==> src/rtl/tensor_core_load_controller_if.sv <==
// Stream, register-file write and tensor-core handshake bundle for the load controller.
// The slave modport is the controller's view; the master modport is the surrounding system.
interface tensor_core_load_controller_if #(
  parameter int DATA_WIDTH = 8
);
  logic signed [DATA_WIDTH-1:0] data_in;
  logic                         data_valid_in;
  logic                         data_ready_out;
  logic                         quad_write_enable_out;
  logic [2:0]                   quad_write_register_address_out;
  logic [3:0][DATA_WIDTH-1:0]   quad_write_data_out;
  logic                         compute_start_out;
  logic                         compute_done_in;

  modport slave (
    input  data_in, data_valid_in, compute_done_in,
    output data_ready_out, quad_write_enable_out, quad_write_register_address_out,
           quad_write_data_out, compute_start_out
  );

  modport master (
    output data_in, data_valid_in, compute_done_in,
    input  data_ready_out, quad_write_enable_out, quad_write_register_address_out,
           quad_write_data_out, compute_start_out
  );
endinterface

==> src/rtl/tensor_core_load_controller.sv <==
// Packs an 18-byte operand stream into five quad register-file writes, starts the
// tensor core and waits for completion or timeout. All outputs are registered.
module tensor_core_load_controller #(
  parameter int DATA_WIDTH     = 8,
  parameter int TIMEOUT_CYCLES = 255
) (
  input  logic                          clock_in,
  input  logic                          reset_in,
  tensor_core_load_controller_if.slave  bus,
  output logic                          busy_out,
  output logic                          done_out,
  output logic                          error_out
);
  typedef enum logic [2:0] {
    S_IDLE  = 3'd0,
    S_FILL  = 3'd1,
    S_WRITE = 3'd2,
    S_START = 3'd3,
    S_WAIT  = 3'd4
  } state_e;

  localparam int             TW         = (TIMEOUT_CYCLES < 2) ? 1 : $clog2(TIMEOUT_CYCLES + 1);
  localparam logic [TW-1:0]  TMO_LAST   = TW'(TIMEOUT_CYCLES);
  localparam logic [4:0]     LAST_COUNT = 5'd18;

  state_e                     state_q, state_d;
  logic [4:0]                 count_q, count_d;
  logic [3:0][DATA_WIDTH-1:0] buf_q, buf_d;
  logic [TW-1:0]              tmo_q, tmo_d;
  logic                       timeout_s;
  logic                       xfer_s;
  logic [4:0]                 last_idx_s;

  logic                       ready_q, ready_d;
  logic                       we_q, we_d;
  logic [2:0]                 addr_q, addr_d;
  logic [3:0][DATA_WIDTH-1:0] qdata_q, qdata_d;
  logic                       start_q, start_d;
  logic                       busy_q, busy_d;
  logic                       done_q, done_d;
  logic                       error_q, error_d;

  assign xfer_s = bus.data_valid_in && ready_q;

  // State and output registers
  always_ff @(posedge clock_in) begin
    if (reset_in) begin
      state_q <= S_IDLE;
      count_q <= 5'd0;
      buf_q   <= '0;
      tmo_q   <= '0;
      ready_q <= 1'b1;
      we_q    <= 1'b0;
      addr_q  <= 3'd0;
      qdata_q <= '0;
      start_q <= 1'b0;
      busy_q  <= 1'b0;
      done_q  <= 1'b0;
      error_q <= 1'b0;
    end else begin
      state_q <= state_d;
      count_q <= count_d;
      buf_q   <= buf_d;
      tmo_q   <= tmo_d;
      ready_q <= ready_d;
      we_q    <= we_d;
      addr_q  <= addr_d;
      qdata_q <= qdata_d;
      start_q <= start_d;
      busy_q  <= busy_d;
      done_q  <= done_d;
      error_q <= error_d;
    end
  end

  // Next-state, element packing and timeout counting
  always_comb begin
    state_d   = state_q;
    count_d   = count_q;
    buf_d     = buf_q;
    tmo_d     = tmo_q;
    timeout_s = 1'b0;
    case (state_q)
      S_IDLE, S_FILL: begin
        if (xfer_s) begin
          buf_d[count_q[1:0]] = bus.data_in;
          count_d             = count_q + 5'd1;
          if ((count_d[1:0] == 2'd0) || (count_d == LAST_COUNT)) begin
            state_d = S_WRITE;
          end else begin
            state_d = S_FILL;
          end
        end else begin
          state_d = state_q;
        end
      end
      S_WRITE: begin
        // Lanes must be zero so a short final quad carries zeros in its upper lanes
        buf_d   = '0;
        state_d = (count_q == LAST_COUNT) ? S_START : S_FILL;
      end
      S_START: begin
        tmo_d   = '0;
        state_d = S_WAIT;
      end
      S_WAIT: begin
        if (bus.compute_done_in) begin
          count_d = 5'd0;
          state_d = S_IDLE;
        end else if ((tmo_q + TW'(1)) == TMO_LAST) begin
          tmo_d     = tmo_q + TW'(1);
          timeout_s = 1'b1;
          count_d   = 5'd0;
          state_d   = S_IDLE;
        end else begin
          tmo_d = tmo_q + TW'(1);
        end
      end
      default: begin
        state_d = S_IDLE;
        count_d = 5'd0;
        buf_d   = '0;
      end
    endcase
  end

  // Output next values, decoded from the upcoming state
  always_comb begin
    last_idx_s = count_d - 5'd1;
    ready_d    = (state_d == S_IDLE) || (state_d == S_FILL);
    we_d       = (state_d == S_WRITE);
    start_d    = (state_d == S_START);
    busy_d     = (state_d != S_IDLE);
    done_d     = (state_q == S_WAIT) && bus.compute_done_in;
    error_d    = error_q || timeout_s;
    if (state_d == S_WRITE) begin
      addr_d  = last_idx_s[4:2];
      qdata_d = buf_d;
    end else begin
      addr_d  = addr_q;
      qdata_d = qdata_q;
    end
  end

  assign bus.data_ready_out                  = ready_q;
  assign bus.quad_write_enable_out           = we_q;
  assign bus.quad_write_register_address_out = addr_q;
  assign bus.quad_write_data_out             = qdata_q;
  assign bus.compute_start_out               = start_q;
  assign busy_out                            = busy_q;
  assign done_out                            = done_q;
  assign error_out                           = error_q;
endmodule

==> src/flat_wrapper.sv <==
// flat-port wrapper written by rule: the top's interface ports become plain ports
module tensor_core_load_controller_flat 
#(
  parameter int DATA_WIDTH     = 8,
  parameter int TIMEOUT_CYCLES = 255
)
  (clock_in, reset_in, busy_out, done_out, error_out, bus_data_in, bus_data_valid_in, bus_compute_done_in, bus_data_ready_out, bus_quad_write_enable_out, bus_quad_write_register_address_out, bus_quad_write_data_out, bus_compute_start_out);
  tensor_core_load_controller_if #(.DATA_WIDTH(DATA_WIDTH)) bus_i ();
  input  logic clock_in;
  input  logic reset_in;
  output logic busy_out;
  output logic done_out;
  output logic error_out;
  input wire logic [$bits(bus_i.data_in)-1:0] bus_data_in;
  input wire logic [$bits(bus_i.data_valid_in)-1:0] bus_data_valid_in;
  input wire logic [$bits(bus_i.compute_done_in)-1:0] bus_compute_done_in;
  output wire logic [$bits(bus_i.data_ready_out)-1:0] bus_data_ready_out;
  output wire logic [$bits(bus_i.quad_write_enable_out)-1:0] bus_quad_write_enable_out;
  output wire logic [$bits(bus_i.quad_write_register_address_out)-1:0] bus_quad_write_register_address_out;
  output wire logic [$bits(bus_i.quad_write_data_out)-1:0] bus_quad_write_data_out;
  output wire logic [$bits(bus_i.compute_start_out)-1:0] bus_compute_start_out;
  assign bus_i.data_in = bus_data_in;
  assign bus_i.data_valid_in = bus_data_valid_in;
  assign bus_i.compute_done_in = bus_compute_done_in;
  assign bus_data_ready_out = bus_i.data_ready_out;
  assign bus_quad_write_enable_out = bus_i.quad_write_enable_out;
  assign bus_quad_write_register_address_out = bus_i.quad_write_register_address_out;
  assign bus_quad_write_data_out = bus_i.quad_write_data_out;
  assign bus_compute_start_out = bus_i.compute_start_out;
  tensor_core_load_controller #(.DATA_WIDTH(DATA_WIDTH), .TIMEOUT_CYCLES(TIMEOUT_CYCLES)) u_core (.clock_in(clock_in), .reset_in(reset_in), .bus(bus_i), .busy_out(busy_out), .done_out(done_out), .error_out(error_out));
endmodule
==> config.mk <==
export PLATFORM = sky130hd
export DESIGN_NAME = tensor_core_load_controller_flat
export DESIGN_NICKNAME = d
export VERILOG_FILES = /design/src/rtl/tensor_core_load_controller_if.sv /design/src/rtl/tensor_core_load_controller.sv /design/src/flat_wrapper.sv
export SDC_FILE = /design/constraint.sdc
export NUM_CORES = 1
export LEC_CHECK = 0
export CORE_MARGIN = 2
export CORE_UTILIZATION = 59
export CTS_CLUSTER_DIAMETER = 120
export DETAILED_ROUTE_END_ITERATION = 8
export HOLD_SLACK_MARGIN = 0.02
export PLACE_DENSITY_LB_ADDON = 0.2
export SYNTH_ARGS = -nofsm -noshare
export SYNTH_HDL_FRONTEND = slang
export SYNTH_SLANG_ARGS = --single-unit
==> constraint.sdc <==
create_clock -name clock_in -period 3.2 [get_ports clock_in]
set_clock_uncertainty 0.1 [all_clocks]
set_input_delay 0.64 -clock clock_in [delete_from_list [all_inputs] [get_ports clock_in]]
set_output_delay 0.64 -clock clock_in [all_outputs]
set_load 0.02 [all_outputs]
Word level (Yosys, flattened, before mapping)
Cells that the tools add are included.
Storage, ports and cells
  register bits: 89
  latch bits: 0
  memory bits (writable): 0
  ROM bits: 0
  input bits: 12
  output and inout bits: 41
  logic and storage cells: 69
  memories: 0
Cells by class
  add/subtract/negate cells: 3
  multiply operators: 0
  div/mod/pow operators: 0
  $lt $le $gt $ge: 2
  equal/unequal tests: 11
  shifts and indexed selects: 0
  muxes and demuxes: 20
  bitwise logic cells: 0
  reductions and logical operators: 15
Operators with widths (count)
  $pmux 32 s2: 1
  $bwmux 32: 1
  $mux 32: 1
  $demux 8 s2: 1
  $mux 8: 2
  $pmux 8 s2: 1
  $mux 5: 3
  $pmux 5 s3: 1
  $eq 3x2->1 const B: 4
  $pmux 3 s4: 1
  $eq 5x5->1 const B: 2
  $mux 3: 3
  $add 8x1->8 const B: 1
  $eq 8x8->1 const B: 1
  $eq 3x1->1 const B: 2
  $logic_not 3->1: 2
  $reduce_or 2->1: 3
  $add 5x1->5 const B: 1
  $sub 5x1->5 const B: 1
  $mux 2: 2
  $eq 3x3->1 const B: 1
  $logic_and 1x1->1: 3
  $logic_or 1x1->1: 3
  $lt 2x3->1 const B: 1
  other kinds (7): 9

Longest topological paths before layout
Gate-level depths: netlist of run 1.
  depth after elaboration: 8
  gate-level depth with buffers: 9
  depth with buffers taken out: 9

Least setup slack after synthesis of run 1
OpenSTA, ideal clock, no wires.
  path kind: input to register
  start point: input port bus_data_valid_in
  end point: register u_core.addr_q[2], in the netlist u_core.bus.quad_write_register_address_out[2]
  setup time: 120 ps
  arrival: 1866 ps
  data required time: 2980 ps
  path slack: 1114 ps
  stages on the path: 8
  buffers on the path: 1
  cells stage by stage: and2_1 clkbuf_1 nand3_1 and2_2 o22a_1 nand4_2 mux2i_1 o21ai_1
On the way
  word-level cells in the longest chain between the ends: 4
  elaborated cells between the ends (all ways): 7
  classes of those cells: 1 x add/sub; 1 x eq/ne; 4 x mux; 1 x reduce/logical
Ends and longest elaborated chain
  from (decl): RTL line flat_wrapper.sv:15  | input wire logic [$bits(bus_i.data_valid_in)-1:0] bus_data_valid_in;
  $logic_and 1x1->1 (*): RTL line tensor_core_load_controller.sv:43  | assign xfer_s = bus.data_valid_in && ready_q;
  $mux 5 / $mux 3 (equally long branches): RTL line tensor_core_load_controller.sv:85  | if (xfer_s) begin
  $pmux 5 s3 / $pmux 3 s4 (equally long branches): RTL line tensor_core_load_controller.sv:83  | case (state_q)
  $sub 5x1->5 / $eq 3x2->1 (equally long branches): RTL line tensor_core_load_controller.sv:129, tensor_core_load_controller.sv:136
  to (signal assigned): RTL line tensor_core_load_controller.sv:67  | addr_q <= addr_d;
  to (decl): RTL line tensor_core_load_controller.sv:36  | logic [2:0] addr_q, addr_d;
Mark *: on every way between the ends. The rest lies on a longest branch, timed or not.
A chain may end at the register's enable or synchronous reset.

Final worst setup path of run 1
Same ends and word-level chain as after synthesis.

==> flow_metrics.tcl, run 1 <==
set metrics [dict create \
    finalSetupViolCount 0 \
    fin_crit_sh_pct 76.75 \
    switchingPower_uw 527.7 \
    grt_max_degree 47 \
    finalMaxSlewViolations 0 \
    switching_share_pct 25.17 \
    synth_top_area_share_pct 44.20 \
    tightest_slew_ns 0.6666 \
    ys_async_sr_fraction_pct 0 \
    tritoncts "built" \
    ant_nets 0 \
    htree_levels 3 \
    min_period_ns 2.456 \
    vias_per_cell 5.963 \
    hold_viol_final 0 \
    die_w_um 86.66 \
    grt_pass1_wl_um 15150 \
    p_comb_share_pct 9.1 \
    antennaDiodeCount 0 \
    reg2reg_slack_ns 0.84 \
    maxCapViolations 0 \
    cts_setup_buffers 0 \
    crit_chain "clkdlybuf4s50_1 -> and2_1 -> nand2_1 -> a21boi_0 -> o22a_1 -> nand4_2 -> mux2i_1 -> o21ai_1" \
    cts_sinks 89 \
    avgRoutedWirePerCell_um 14.90 \
    place_ws_ns 0.4087 \
    multi_input_area_um2 2044 \
    hold_buffers 0 \
    initial_core_util_pct 60.00 \
    hold_depth 2 \
    critical_path_class "in -> reg" \
    outcome "finished, final reports clean" \
    fin_nets 535 \
    path_clk_slew_ns 0.08 \
    place_congestion 0.9074 \
    synth_cells 479 \
    core_area_um2 6719 \
    reg2reg_depth 8 \
    syn_area_um2 4031 \
    regArea_um2 1782 \
    worstReg2RegEnd "u_core.bus.quad_write_register_address_out[2]" \
    setup_tns_ns 0 \
    synth.distinct_cells 53 \
    peakVddDrop_mv 0.2466 \
    hold_path_startpoint "u_core.bus.quad_write_register_address_out[2]" \
    cp-end-kind "flip-flop" \
    io_buffer_count 52 \
    power_leakage_uw 0.001739 \
    clockPowerShare_pct 36.2 \
    root_buffer "clkbuf_8" \
    ios 53 \
    finalWirelength_um 8971 \
    final.fill_count 550 \
    rsz0062_at_grt "no" \
    layout_setup_ws_ns 0.7441 \
    die_area_um2 7510 \
    firstDrtPassIters 5 \
    clockBufferDepth 2 \
    antenna_found_initial 0 \
    ys_seq_elements 89 \
    via_count 3590 \
    hold_path_end "u_core.bus.quad_write_register_address_out[2]" \
    cts_resized 0 \
    synth_edf_count 0 \
    required_ns 3.33 \
    cts_buffers 9 \
    grt_pass1_vias 3233 \
    syn_to_final_growth_pct 18.19 \
    slew_headroom_pct 55.56 \
    worstHoldPathType "reg -> reg" \
    synth.avg_cell_area_um2 8.416 \
    rows 30 \
    seqPwrFrac_pct 54.7 \
    start_kind "input port" \
    place_hpwl_um 6008 \
    ys_seq_area_share_pct 44.20 \
    dr.first_iter.drc_count 264 \
    synthFlopType "dfxtp_1" \
    ys_warn_count 0 \
    crit_slowest_cell "clkdlybuf4s50_1" \
    max_stage_delay_ns 0.48 \
    fmax_mhz 407.2 \
    post-synth-top-area-cell "dfxtp_1" \
    drcViolationCount 0 \
    yosys-top-cells-area "dfxtp_1 (44%), nor2_1 (8.0%), a21oi_1 (6.7%)" \
    clock_latency_ns 0.35 \
    p_int_uw 1569 \
    grt.overflow.total 0 \
    reg2reg_from "u_core.tmo_q[0]" \
    crit_arrival_ns 2.59 \
    die_h_um 86.66 \
    grtUsageTotal_pct 25.11 \
    drive_gt1_share_pct 9.004 \
    p_per_area_nw_per_um2 440.1 \
    syn-num-nets 497 \
    crit_fanout 11 \
]
-- layout make-up --
| cell class | instances | area share, % |
|---|---|---|
| sequential | 89 | 37.39 |
| clock buffer | 9 | 2.600 |
| inverter | 9 | 0.7090 |
| multi-input combinational | 345 | 42.91 |
| timing repair buffer | 63 | 12.82 |
| tap | 80 | 2.101 |
| clock inverter | 7 | 1.471 |
-- critical path, delay by kind of cell --
family | cells | cell delay, ns
mux | 1 | 0.18
compound gates | 3 | 0.70
simple gates | 3 | 0.59
buf+inv | 1 | 0.48
-- worst max-delay path by stage --
| stage | startpoint | end | slack (ns) | depth (start not counted) |
|---|---|---|---|---|
| final | bus_data_valid_in | u_core.bus.quad_write_register_address_out[2] | 0.74 | 8 |
| after global routing | bus_data_valid_in | u_core.bus.quad_write_register_address_out[2] | 0.62 | 8 |
| after CTS | bus_data_valid_in | u_core.bus.quad_write_register_address_out[2] | 0.79 | 8 |
| after detailed placement | bus_data_valid_in | u_core.bus.quad_write_register_address_out[2] | 0.41 | 8 |
| after global placement | bus_data_valid_in | u_core.bus.quad_write_register_address_out[2] | 0.48 | 8 |
| after floorplan | bus_data_valid_in | u_core.bus.quad_write_register_address_out[2] | 1.11 | 8 |
-- power by group through the flow --
stage	Combinational (µW)	Sequential [µW]	Clock, µW
6_report	191	1150	758
3_3_place_gp	186	1170	0
2_1_floorplan	122	1180	0
5_1_grt	211	1150	821
4_1_cts	190	1150	766
3_5_place_dp	189	1170	0
-- flip-flops by register name (all words and copies together) (netlist names), 3 cells and up --
| register | count |
|---|---|
| u_core.bus.quad_write_register_address_out | 3 |
| u_core.tmo_q | 8 |
| u_core.buf_q | 32 |
| u_core.state_q | 3 |
| u_core.bus.quad_write_data_out | 32 |
| u_core.count_q | 5 |
-- synthesized netlist by cell type (2+ instances only) --
| cell | n |
|---|---|
| nand2b_1 | 4 |
| o21ai_0 | 4 |
| clkbuf_1 | 21 |
| a211oi_1 | 35 |
| and2_2 | 2 |
| nor3_1 | 7 |
| ha_1 | 6 |
| a31oi_1 | 9 |
| o21ai_1 | 2 |
| o21ai_2 | 2 |
| nor3_2 | 2 |
| a2bb2oi_1 | 16 |
| dfxtp_1 | 89 |
| and3_1 | 16 |
| and2_1 | 3 |
| a22oi_1 | 2 |
| mux2i_1 | 2 |
| a21o_1 | 4 |
| buf_6 | 2 |
| xnor2_1 | 2 |
| nand2_1 | 34 |
| nor2b_1 | 2 |
| nand4_1 | 3 |
| inv_1 | 9 |
| nand3_1 | 20 |
| a21oi_1 | 54 |
| buf_2 | 10 |
| a41oi_1 | 2 |
| nor2_1 | 86 |
| nor3b_1 | 6 |
-- through the flow --
step	instances	power (µW)	cell area [µm²]	hold WS (ns)	util (%)
after floorplan	479	1299	4031	0.3586	-
after global placement	586	1359	4571	0.3619	68.03
after detailed placement	586	1363	4571	0.3640	68.03
after CTS	602	2103	4765	0.3784	70.91
after global routing	602	2184	4765	0.4015	70.91
final	602	2097	4765	0.3712	70.91
-- cell usage in the layout (no fill, tap or decap), types with 2 or more instances in the layout --
master | Yosys | routed
nor3_1 | 7 | 7
a31oi_1 | 9 | 9
dfxtp_1 | 89 | 89
nand2b_1 | 4 | 4
o21ai_2 | 2 | 2
nand4_1 | 3 | 3
o21ai_0 | 4 | 4
a211oi_1 | 35 | 35
a21o_1 | 4 | 4
a21oi_1 | 54 | 54
buf_4 | 1 | 10
mux2i_1 | 2 | 2
a22oi_1 | 2 | 2
o21ai_1 | 2 | 2
and2_2 | 2 | 2
xnor2_1 | 2 | 2
nor3b_1 | 6 | 5
ha_1 | 6 | 6
nor2b_1 | 2 | 2
nor2_1 | 86 | 86
a2bb2oi_1 | 16 | 16
clkinv_2 | 0 | 3
nand3_1 | 20 | 20
and3_1 | 16 | 16
nand2_1 | 34 | 34
a41oi_1 | 2 | 2
inv_1 | 9 | 9
clkdlybuf4s50_1 | 0 | 51
clkbuf_8 | 0 | 9
and2_1 | 3 | 3
-- routing by layer --
| metal | global-route usage (%) | part of all wire [%] | vias up |
|---|---|---|---|
| met3 | 4.381 | 5.4 | 19 |
| met5 | 0 | 0 | - |
| met4 | 9.943 | 2.0 | 0 |
| met1 | 34.90 | 46 | 1689 |
| li1 | - | - | 1777 |
| met2 | 38.95 | 47 | 105 |
-- cells by family after synthesis --
family	synth area share [%]
flops	44.20
compound gates	23.71
xor+xnor	0.4346
mux	0.8379
buf+inv	5.369
simple gates	23.59
fa+ha+maj	1.862
(Power assumes the default switching activity.)
==> run 2, diff against run 1 <==
CORE_UTILIZATION = 55   (was 59)
clock period = 2.55 ns   (was 3.2 ns; I/O delays follow)
==> run 2 against run 1 <==
Against the previous run:
- non-clock buffer count is 13 higher
- clock power rose by 66%
- critical path depth increased by 1
- sequential share of layout area shrank 1.5 points
- combinational power is 30% higher
- die area increased by 6.9%
- via count increased by 1.1%
- total power increased by 41%
- clock-buffer cell count rose by 1
- global-route usage down 1.1 points
- setup slack got worse by 0.46 ns
- design area up 4.3%
==> flow_metrics.tcl, run 2 (synthesis results as in run 1) <==
set metrics [dict create \
    place_hpwl_um 6384 \
    io_buffer_count 52 \
    layout_setup_ws_ns 0.2883 \
    dr.first_iter.drc_count 205 \
    finalWirelength_um 9360 \
    p_per_area_nw_per_um2 593.2 \
    grt_pass1_vias 3176 \
    p_comb_share_pct 8.4 \
    cts_resized 0 \
    ant_nets 0 \
    final.fill_count 561 \
    place_ws_ns -0.02783 \
    start_kind "flip-flop" \
    finalMaxSlewViolations 0 \
    max_stage_delay_ns 0.44 \
    cp-end-kind "flip-flop" \
    cts_setup_buffers 0 \
    root_buffer "clkbuf_8" \
    avgRoutedWirePerCell_um 14.79 \
    clock_latency_ns 0.35 \
    crit_chain "ha_1 -> nand4_1 -> o21ai_2 -> o21ai_2 -> buf_4 -> o32ai_1 -> a22o_1 -> nand2_1 -> a21o_1" \
    via_count 3631 \
    initial_core_util_pct 56.18 \
    place_congestion 0.9180 \
    peakVddDrop_mv 0.5523 \
    drcViolationCount 0 \
    rows 31 \
    seqPwrFrac_pct 48.9 \
    ios 53 \
    tightest_slew_ns 0.6738 \
    whs_ns 0.3833 \
    crit_top_cell "o21ai_2" \
    crit_arrival_ns 2.42 \
    grt.overflow.total 0 \
    cts_buffers 9 \
    htree_levels 3 \
    place_inst 618 \
    power_leakage_uw 0.001838 \
    switching_share_pct 22.24 \
    regArea_um2 1782 \
    maxCapViolations 0 \
    multi_input_area_um2 2044 \
    clockPowerShare_pct 42.7 \
    outcome "finished, final reports clean" \
    min_period_ns 2.262 \
    die_area_um2 8031 \
    grtUsageTotal_pct 23.99 \
    layoutNonFillerInstCount 633 \
    fin_crit_sh_pct 88.70 \
    antenna_found_initial 0 \
    antennaDiodeCount 0 \
    core_area_um2 7176 \
    finish.utilization_pct 69.26 \
    crit_fanout 6 \
    p_int_uw 2293 \
    switchingPower_uw 655.5 \
    slew_headroom_pct 55.08 \
    drive_gt1_share_pct 11.05 \
    rsz0062_at_grt "no" \
    crit_slowest_cell "dfxtp_1" \
    path_clk_slew_ns 0.09 \
    grt_pass1_wl_um 15060 \
    grt_max_degree 47 \
    required_ns 2.70 \
    fin_nets 548 \
    final_common_cell "dfxtp_1" \
    die_h_um 89.62 \
    die_w_um 89.62 \
    cts_sinks 89 \
    firstDrtPassIters 5 \
    vias_per_cell 5.736 \
    setup_tns_ns 0 \
    tritoncts "built" \
    hold_viol_final 0 \
    syn_to_final_growth_pct 23.28 \
    critical_path_class "reg -> reg" \
    hold_buffers 0 \
    fmax_mhz 442.1 \
    clockBufferDepth 2 \
    mostFrequentLayoutCells "dfxtp_1 (89), nor2_1 (86), a21oi_1 (54)" \
    finalSetupViolCount 0 \
    worstHoldPathType "reg -> reg" \
]
-- run 2: cell types whose count changed in the layout (fill, tap and decap cells not counted), sizes merged --
cell	change
inv	-1
clkinv	-4
clkbuf	+1
buf	+13
bufinv	+3
-- run 2: final cells by class --
| cell class | instances | area share, % |
|---|---|---|
| clock inverter | 5 | 2.568 |
| inverter | 9 | 0.6798 |
| multi-input combinational | 345 | 41.14 |
| tap | 99 | 2.492 |
| clock buffer | 10 | 2.769 |
| sequential | 89 | 35.85 |
| timing repair buffer | 76 | 14.50 |
-- run 2: power groups by stage --
stage               combinational, µW  sequential, µW  clock (µW)
floorplan                         153            1480           0
global placement                  240            1470           0
detailed placement                244            1470           0
CTS                               246            1440        1270
global route                      272            1450        1340
finish                            248            1440        1260
-- run 2: worst max-delay path: cells and delay by family, from the launching register on --
| kind | cells | cell delay (ns) |
|---|---|---|
| buffers and inverters | 1 | 0.16 |
| adders and majority gates | 1 | 0.18 |
| AOI/OAI and AO/OA | 5 | 1.08 |
| and+or+nand+nor | 2 | 0.22 |
| DFF | 1 | 0.44 |
-- run 2: per-layer routing --
layer	wire [µm]	share of wire (%)	GRT usage [%]
met1	4336	46	33.68
met2	4381	47	36.97
met3	526	5.6	5.393
met4	116	1.2	7.327
met5	0	0	0
-- run 2: path summary, 6_finish.rpt --
kind,startpoint,endpoint,slack [ns],cells after the start
setup / recovery,u_core.tmo_q[1],u_core.bus.quad_write_register_address_out[1],0.29,9
hold / removal,u_core.error_out,u_core.error_out,0.38,2
setup reg to reg,u_core.tmo_q[1],u_core.bus.quad_write_register_address_out[1],0.29,9
hold reg to reg,u_core.error_out,u_core.error_out,0.38,2
-- run 2: through the flow --
step | power, µW | area, µm²
finish | 2948 | 4970
detailed placement | 1718 | 4705
floorplan | 1630 | 4031
CTS | 2961 | 4970
global route | 3058 | 4970
global placement | 1712 | 4705
==> run 3, diff against run 2 <==
CORE_UTILIZATION = 45   (was 55)
DONT_BUFFER_PORTS = 1   (was not set)
clock period = 2 ns   (was 2.55 ns; I/O delays follow)
==> run 3 against run 2 <==
Against the previous run:
- the run now ends with negative hold slack left
- clock-buffer cell count down 1
- cell count down 2.4%
- sequential cell count unchanged
- largest power group unchanged
- critical endpoint is now u_core.bus.quad_write_register_address_out[0]
- sequential power up 28%
- maximum frequency up 14%
- worst hold slack worse by 0.39 ns
- core utilization down 15 points
- highest routed layer unchanged
- global-route usage down 4.3 points
- setup slack worse by 0.27 ns
- total power up 12%
- combinational power up 2%
- clock power down 4%
==> flow_metrics.tcl, run 3 (synthesis results as in run 1) <==
set metrics [dict create \
    place_hpwl_um 6511 \
    path_clk_slew_ns 0.10 \
    crit_chain "inv_2 -> ha_1 -> nand4_1 -> o21ai_2 -> o21ai_4 -> nor3_4 -> buf_6 -> o211ai_1 -> a311oi_2" \
    cts_buffers 9 \
    drive_gt1_share_pct 22.16 \
    maxCapViolations 0 \
    drcViolationCount 0 \
    htree_levels 3 \
    place_ws_ns -0.04961 \
    clockBufferDepth 2 \
    outcome "finished with violations" \
    max_stage_delay_ns 0.38 \
    antennaDiodeCount 0 \
    initial_core_util_pct 46.23 \
    fmax_mhz 503.9 \
    crit_fanout 5 \
    via_count 3517 \
    finalSetupViolCount 0 \
    hold_viol_final 3 \
    start_kind "flip-flop" \
    ant_nets 0 \
    antenna_found_initial 0 \
    crit_arrival_ns 2.17 \
    slew_headroom_pct 75.56 \
    rows 34 \
    worstHoldPathType "in -> reg" \
    grt_pass1_vias 3312 \
    root_buffer "clkbuf_8" \
    dr.first_iter.drc_count 187 \
    whs_ns -0.01143 \
    grtUsageTotal_pct 19.65 \
    tightest_slew_ns 0.3628 \
    violations "negative hold slack" \
    vias_per_cell 5.691 \
    firstDrtPassIters 4 \
    die_h_um 98.65 \
    grt_max_degree 82 \
    rsz0062_at_grt "yes" \
    min_period_ns 1.984 \
    ios 53 \
    placed_area_um2 4348 \
    critical_path_class "reg -> reg" \
    cpLargestDelayFamily "compound AO/OA/AOI/OAI gates" \
    clock_latency_ns 0.37 \
    core_area_um2 8721 \
    peakVddDrop_mv 0.4243 \
    power_leakage_uw 0.001782 \
    fin_nets 523 \
    mostFrequentLayoutCells "nor2_1 (84), dfxtp_1 (84), a21oi_1 (52)" \
    grt.overflow.total 0 \
    final_area_um2 4755 \
    grt_pass1_wl_um 15730 \
    syn_to_final_growth_pct 17.94 \
    layout_setup_ws_ns 0.01552 \
    worst-path-buf-inv 2 \
    final.fill_count 806 \
    hold_buffers 1 \
    die_area_um2 9732 \
    required_ns 2.18 \
    io_buffer_count 0 \
    finalMaxSlewViolations 0 \
    fin_crit_sh_pct 99.22 \
    p_per_area_nw_per_um2 696.1 \
    avgRoutedWirePerCell_um 15.99 \
    die_w_um 98.65 \
    setup_tns_ns 0 \
    tritoncts "built" \
    place_congestion 0.9073 \
    crit_slowest_cell "dfxtp_4" \
    cts_sinks 89 \
    finalWirelength_um 9879 \
    finish.utilization_pct 54.52 \
    cp-end-kind "flip-flop" \
]
-- run 3: routing by layer --
| layer | GRT usage [%] | wire (µm) | up-vias | part of all wire (%) |
|---|---|---|---|---|
| li1 | - | - | 1760 | - |
| met1 | 24.88 | 4395 | 1663 | 44 |
| met2 | 31.76 | 4702 | 82 | 48 |
| met3 | 6.099 | 653 | 12 | 6.6 |
| met4 | 7.060 | 127 | 0 | 1.3 |
| met5 | 0 | 0 | - | 0 |
-- run 3: worst register-to-register path: cells and delay by family (launching register included) --
family / cells / cell delay, ns
compound gates: 4 / 0.72
fa+ha+maj: 1 / 0.13
buf+inv: 2 / 0.19
flops: 1 / 0.38
simple gates: 2 / 0.39
-- run 3: power by group --
part / leakage, µW / internal [µW] / total (µW) / switching (µW)
clock: 0.0000962 / 489 / 1210 / 723
sequential: 0.000723 / 1810 / 1850 / 38.8
combinational: 0.000963 / 111 / 253 / 142
-- run 3: cell type report --
cell class | instances | area [µm²] | share of cell area, %
Timing Repair Buffer | 51 | 414.1 | 8.711
Inverter | 9 | 33.78 | 0.7105
Clock buffer | 9 | 123.9 | 2.605
Clock inverter | 7 | 67.56 | 1.421
Sequential cell | 89 | 1793 | 37.71
Multi-Input combinational cell | 345 | 2187 | 46.00
Tap cell | 108 | 135.1 | 2.842
-- run 3: final timing paths --
path / start / end / slack (ns) / cells after the start
worst max-delay path: u_core.tmo_q[0] / u_core.bus.quad_write_register_address_out[0] / 0.02 / 9
worst min-delay path: reset_in / u_core.tmo_q[0] / -0.01 / 1
worst max register to register: u_core.tmo_q[0] / u_core.bus.quad_write_register_address_out[0] / 0.02 / 9
worst min register to register: u_core.buf_q[8] / u_core.buf_q[8] / 0.41 / 2
-- run 3: repair_timing --
item | in CTS | in global routing
setup buffers | 4 | 2
endpoints found under the setup margin | 9 | 32
pin swaps | 5 | 12
gates resized for setup | 3 | 39
endpoints found under the hold margin | 75 | 75
-- run 3: through the flow --
stage,instances,total power [µW]
floorplan,479,2079
global placement,596,2119
detailed placement,596,2125
CTS,617,3332
global route,618,3452
finish,618,3310
